### src/rtl/pipe_mem_arbiter.sv
// pipe_mem_arbiter: shares one single-ported RAM between the pipeline's
// instruction and data ports. One transaction in flight at a time, data
// before instruction, with a per-transaction timeout that raises a sticky
// mem_err instead of letting a hung RAM freeze the pipeline.
module pipe_mem_arbiter #(
  parameter int TIMEOUT = 64,
  parameter int CW      = 8
) (
  input  logic        CLK,
  input  logic        nRST,
  input  logic        halt,
  input  logic        iREN,
  input  logic [31:0] iaddr,
  input  logic        dREN,
  input  logic        dWEN,
  input  logic [31:0] daddr,
  input  logic [31:0] dstore,
  input  logic [31:0] ramload,
  input  logic        ram_ready,
  output logic        ramREN,
  output logic        ramWEN,
  output logic [31:0] ramaddr,
  output logic [31:0] ramstore,
  output logic        ihit,
  output logic        dhit,
  output logic [31:0] iload,
  output logic [31:0] dload,
  output logic        mem_err
);

  typedef enum logic [1:0] {
    S_IDLE = 2'd0,
    S_DACC = 2'd1,
    S_IACC = 2'd2
  } state_t;

  state_t         r_state;
  logic [31:0]    r_addr;
  logic [31:0]    r_data;
  logic           r_wr;
  logic [CW-1:0]  r_wait;
  logic           r_err;

  // The wait counter sits on its last allowed value: one more miss aborts.
  logic           w_last_wait;
  assign w_last_wait = (r_wait == CW'(TIMEOUT - 1));

  // Arbitration, transaction latching, wait counting and the sticky error.
  // NOTE: non-blocking assignments keep every register updating from the
  // pre-edge values, so ordering inside this block does not matter.
  always_ff @(posedge CLK or negedge nRST) begin
    if (!nRST) begin
      r_state <= S_IDLE;
      r_addr  <= '0;
      r_data  <= '0;
      r_wr    <= 1'b0;
      r_wait  <= '0;
      r_err   <= 1'b0;
    end else begin
      case (r_state)
        S_IDLE: begin
          // ram_ready is deliberately ignored here; only a strobed access
          // can complete.
          if (dREN || dWEN) begin
            r_state <= S_DACC;
            r_addr  <= daddr;
            r_data  <= dstore;
            r_wr    <= dWEN;  // read+write together resolves to a write
            r_wait  <= '0;
          end else if (iREN && !halt) begin
            r_state <= S_IACC;
            r_addr  <= iaddr;
            r_wr    <= 1'b0;
            r_wait  <= '0;
          end
        end
        S_DACC, S_IACC: begin
          // A completion in the final allowed cycle beats the timeout.
          if (ram_ready) begin
            r_state <= S_IDLE;
          end else if (w_last_wait) begin
            r_state <= S_IDLE;
            r_err   <= 1'b1;
          end else begin
            r_wait  <= r_wait + CW'(1);
          end
        end
        default: r_state <= S_IDLE;
      endcase
    end
  end

  // RAM strobes and hit handshakes decode from state, so an async reset
  // drops them immediately and a hit lasts only for the ready cycle.
  // NOTE: every output gets a default before the case so no latch is inferred.
  always_comb begin
    ramREN   = 1'b0;
    ramWEN   = 1'b0;
    ramaddr  = '0;
    ramstore = '0;
    ihit     = 1'b0;
    dhit     = 1'b0;
    iload    = '0;
    dload    = '0;
    case (r_state)
      S_DACC: begin
        ramaddr = r_addr;
        if (r_wr) begin
          ramWEN   = 1'b1;
          ramstore = r_data;
        end else begin
          ramREN   = 1'b1;
        end
        if (ram_ready) begin
          dhit  = 1'b1;
          dload = ramload;
        end
      end
      S_IACC: begin
        ramREN  = 1'b1;
        ramaddr = r_addr;
        if (ram_ready) begin
          ihit  = 1'b1;
          iload = ramload;
        end
      end
      default: ;
    endcase
  end

  assign mem_err = r_err;

endmodule

### config.mk
export PLATFORM = sky130hd
export DESIGN_NAME = pipe_mem_arbiter
export DESIGN_NICKNAME = d
export VERILOG_FILES = /design/src/rtl/pipe_mem_arbiter.sv
export SDC_FILE = /design/constraint.sdc
export NUM_CORES = 1
export LEC_CHECK = 0
export CAP_MARGIN = 20
export CORE_MARGIN = 2
export CORE_UTILIZATION = 38
export CTS_CLUSTER_DIAMETER = 100
export DETAILED_ROUTE_END_ITERATION = 16
export GPL_ROUTABILITY_DRIVEN = 0
export PLACE_DENSITY = 0.91
export RECOVER_POWER = 50
export REMOVE_ABC_BUFFERS = 1
export SLEW_MARGIN = 20
export SYNTH_ARGS = -nofsm -noshare
export SYNTH_HDL_FRONTEND = slang
export SYNTH_SLANG_ARGS = --single-unit
### constraint.sdc
create_clock -name CLK -period 2.68 [get_ports CLK]
set_input_delay 0.804 -clock CLK [delete_from_list [all_inputs] [get_ports CLK]]
set_output_delay 0.804 -clock CLK [all_outputs]
set_load 0.01 [all_outputs]
==> summary.md <==
| Metric | Value |
|---|---|
| Hold_sp | `r_addr[4]` |
| ANT nets after route | `0` |
| Status | `complete, but fails checks` |
| Top cell type's share of synthesized area | `44.1%` |
| Row Count | `38` |
| Hold Path Depth | `2` |
| Filler instances | `833` |
| Core Area | `0.0110 mm^2` |
| Die width | `111 um` |
| Clk slew on worst S/H paths | `0.06 ns` |
| Crit path DAT | `1.81 ns` |
| Total GRT Usage | `23.1%` |
| FMAX | `0.383 GHz` |
| Failing checks | `capacitance limit, slew limit` |
| Max IR drop VDD | `414 uV` |
| CP max FO | `17` |
| Post-DP Area | `0.00717 mm^2` |
| Largest net degree at the start of global routing | `66` |
| Vias in the first global route | `4454` |
| Layout area overhead | `72.7%` |
| CTS tree | `done` |
| Number of DRC markers in iteration 0 | `245` |
| Area contributors post-synth | `dfrtp_1 44%, and3_1 14%, mux2_2 8.3%` |
| Die area | `0.0122 mm^2` |
| Reg2Reg Capture Point | `r_wait[5]` |
| Hold Vio Cnt, Final | `0` |
| Final setup viols | `0` |
| Synth Flop Type | `dfrtp_1` |
| Cells after Synth | `444` |
| Fin area | `0.00745 mm^2` |
| Share of cells above drive strength 1 | `10.7%` |
| Clock Path Buffers | `2` |
| Mapped Area | `0.00432 mm^2` |
| Synth Area per Inst | `9.72 um^2` |
| Via count | `4353` |
| Clock tree sinks | `76` |
| Pwr/cell area | `894 mW/mm^2` |
| Grt total ovfl | `0` |
| I/O pin cnt | `268` |
| Final hold slack | `0.470 ns` |
| TNS Setup | `0 ns` |
| Final critical-path share of the clock period | `97.5%` |
| H-tree levels | `3` |
| Buffers on Ports | `267` |
| CTS Hold Bufs | `0` |
| Num CTS Buffers | `9` |
| Synth warn | `0` |
| EDFF count, synth | `0` |
| CTS root buffer | `clkbuf_16` |
| Initial DRT Pass Iterations | `4` |
| Synth Register Bits | `76` |
| Number of distinct library cells after synthesis | `35` |
| Nets | `841` |
| Largest area contributor in the netlist | `dfrtp_1` |
| Slew @ Worst Pin | `1.76 ns` |
| Sequential-to-total area share from yosys stat | `44.1%` |
| R2R Path Start | `r_state[1]` |
| Hold path endpoint | `r_addr[4]` |
| WS Path Type | `reg -> out` |
| Dpl hpwl | `10900 um` |
| Max-cap violation count | `1` |
| Starting Density | `39.3%` |
| Min-delay worst type | `reg -> reg` |
| First-pass GRT wire length | `22800 um` |
| Initial antenna violation count | `3` |
| Asr flop ratio synth | `100%` |
| Post-place setup slack | `-0.382 ns` |
| Final count of pins violating max slew | `32` |
| Routed len/inst | `17.4 um` |
| WP data required | `1.88 ns` |
| Drc violations | `0` |
| Power Total | `6.66 mW` |
| Layout Skew | `0.00656 ns` |
| Die H | `111 um` |
| CP Capture Type | `output port` |
| Pleak | `4.03 nW` |
| Clock Latency Late Sink | `0.32 ns` |
| Minimum clock period | `2.61 ns` |
| Worst reg2reg setup slack | `0.26 ns` |
| Worst Reg-to-Reg Cells | `10` |
| Total Wirelength | `14800 um` |
| Worst setup SP type | `register` |
| Via-to-Cell Ratio | `5.12` |
| Worst setup margin | `0.0669 ns` |
| Slew headroom | `-17.0%` |
-- kinds of logic after synthesis --
logic type	Yosys count	synth area share, %
buf+inv	47	4.61
mux	66	16.3
compound gates	53	7.68
simple gates	198	26.1
flops	76	44.1
fa+ha+maj	4	1.16
-- critical path, stage by stage (launching register included) --
cell	delay, ns
dfrtp_1	0.40
inv_2	0.10
ha_4	0.17
buf_12	0.14
and3_1	0.15
clkdlybuf4s50_1	0.53
-- how the worst max path moves through the flow --
stage | startpoint | endpoint | slack [ns] | depth (start not counted)
final | r_state[1] | ramstore[28] | 0.07 | 5
after CTS | r_state[1] | ramstore[28] | -0.002 | 5
after global routing | r_state[1] | ramstore[28] | -0.007 | 5
after floorplan | dWEN | r_wait[0] | -0.53 | 4
after global placement | ram_ready | iload[20] | -0.36 | 4
after detailed placement | ram_ready | iload[24] | -0.38 | 4
-- stage by stage --
stage | std cells | utilization (%)
global route | 850 | 67.9
floorplan | 403 | -
global placement | 824 | 65.3
detailed placement | 824 | 65.3
CTS | 844 | 67.7
finish | 850 | 67.9
-- registers in the layout (all words and copies together) (netlist names) --
register / count
r_data: 32
r_state: 2
r_addr: 32
r_wait: 8
r_wr: 1
mem_err: 1
-- cell type report --
class | instances | area (um^2) | share of cell area (%)
Antenna cell | 3 | 7.51 | 0.101
Sequential cell | 76 | 1900 | 25.5
Multi-Input combinational cell | 321 | 2230 | 30.0
Tap cell | 140 | 175 | 2.35
Clock inverter | 3 | 46.3 | 0.621
Timing Repair Buffer | 288 | 2820 | 37.8
Inverter | 6 | 22.5 | 0.302
Clock buffer | 13 | 250 | 3.36
-- report_power, final --
group / total (mW) / internal [mW] / switching [mW]
combinational: 3.47 / 1.77 / 1.69
sequential: 2.00 / 1.70 / 0.304
clock: 1.19 / 0.749 / 0.444
total: 6.66 / 4.22 / 2.44
-- layout by cell type (no fill, tap or decap), types with 3 or more instances in the layout --
| cell type | Yosys | final |
|---|---|---|
| dlymetal6s2s_1 | 0 | 8 |
| and2_1 | 36 | 36 |
| buf_4 | 0 | 9 |
| clkbuf_16 | 0 | 10 |
| nand2b_1 | 3 | 3 |
| nor2b_1 | 3 | 3 |
| o21ai_0 | 33 | 34 |
| mux2_2 | 32 | 32 |
| nand3_1 | 7 | 7 |
| diode_2 | 0 | 3 |
| clkdlybuf4s50_1 | 0 | 132 |
| nand2_1 | 43 | 43 |
| dfrtp_1 | 76 | 76 |
| o211ai_1 | 3 | 3 |
| mux2i_1 | 33 | 33 |
| and3_1 | 96 | 96 |
| clkbuf_1 | 28 | 5 |
| buf_12 | 0 | 5 |
| dlygate4sd2_1 | 0 | 123 |
| o21a_1 | 3 | 3 |
| a31oi_1 | 5 | 6 |
| inv_1 | 6 | 4 |
-- what timing repair did --
item / in CTS / in global routing
gates cloned: 3 / 1
endpoints found under the setup margin: 132 / 10
resized for setup: 144 / 8
buffers inserted: 1 / 2
-- layer usage --
layer  vias to the layer above  share of wire (%)  global-route usage [%]
li1                       2078                  -                       -
met1                      2031                 37                    24.4
met2                       211                 53                    42.1
met3                        33                6.6                    5.65
met4                         0                3.3                    12.2
met5                         -                  0                       0
-- synth_stat cells, types with 2 or more instances --
| cell type | count |
|---|---|
| and3_1 | 96 |
| a31oi_1 | 5 |
| nand2_1 | 43 |
| nand3_1 | 7 |
| clkbuf_1 | 28 |
| nor2b_1 | 3 |
| o221ai_1 | 2 |
| buf_2 | 12 |
| o211ai_1 | 3 |
| mux2i_1 | 33 |
| nand2b_1 | 3 |
| nor2_1 | 2 |
| and2_1 | 36 |
| mux2_2 | 32 |
| dfrtp_1 | 76 |
| ha_1 | 4 |
| inv_1 | 6 |
| o21ai_0 | 33 |
| o21a_1 | 3 |
| nand4b_1 | 2 |
Note: power is estimated with default switching activity, not from simulation.
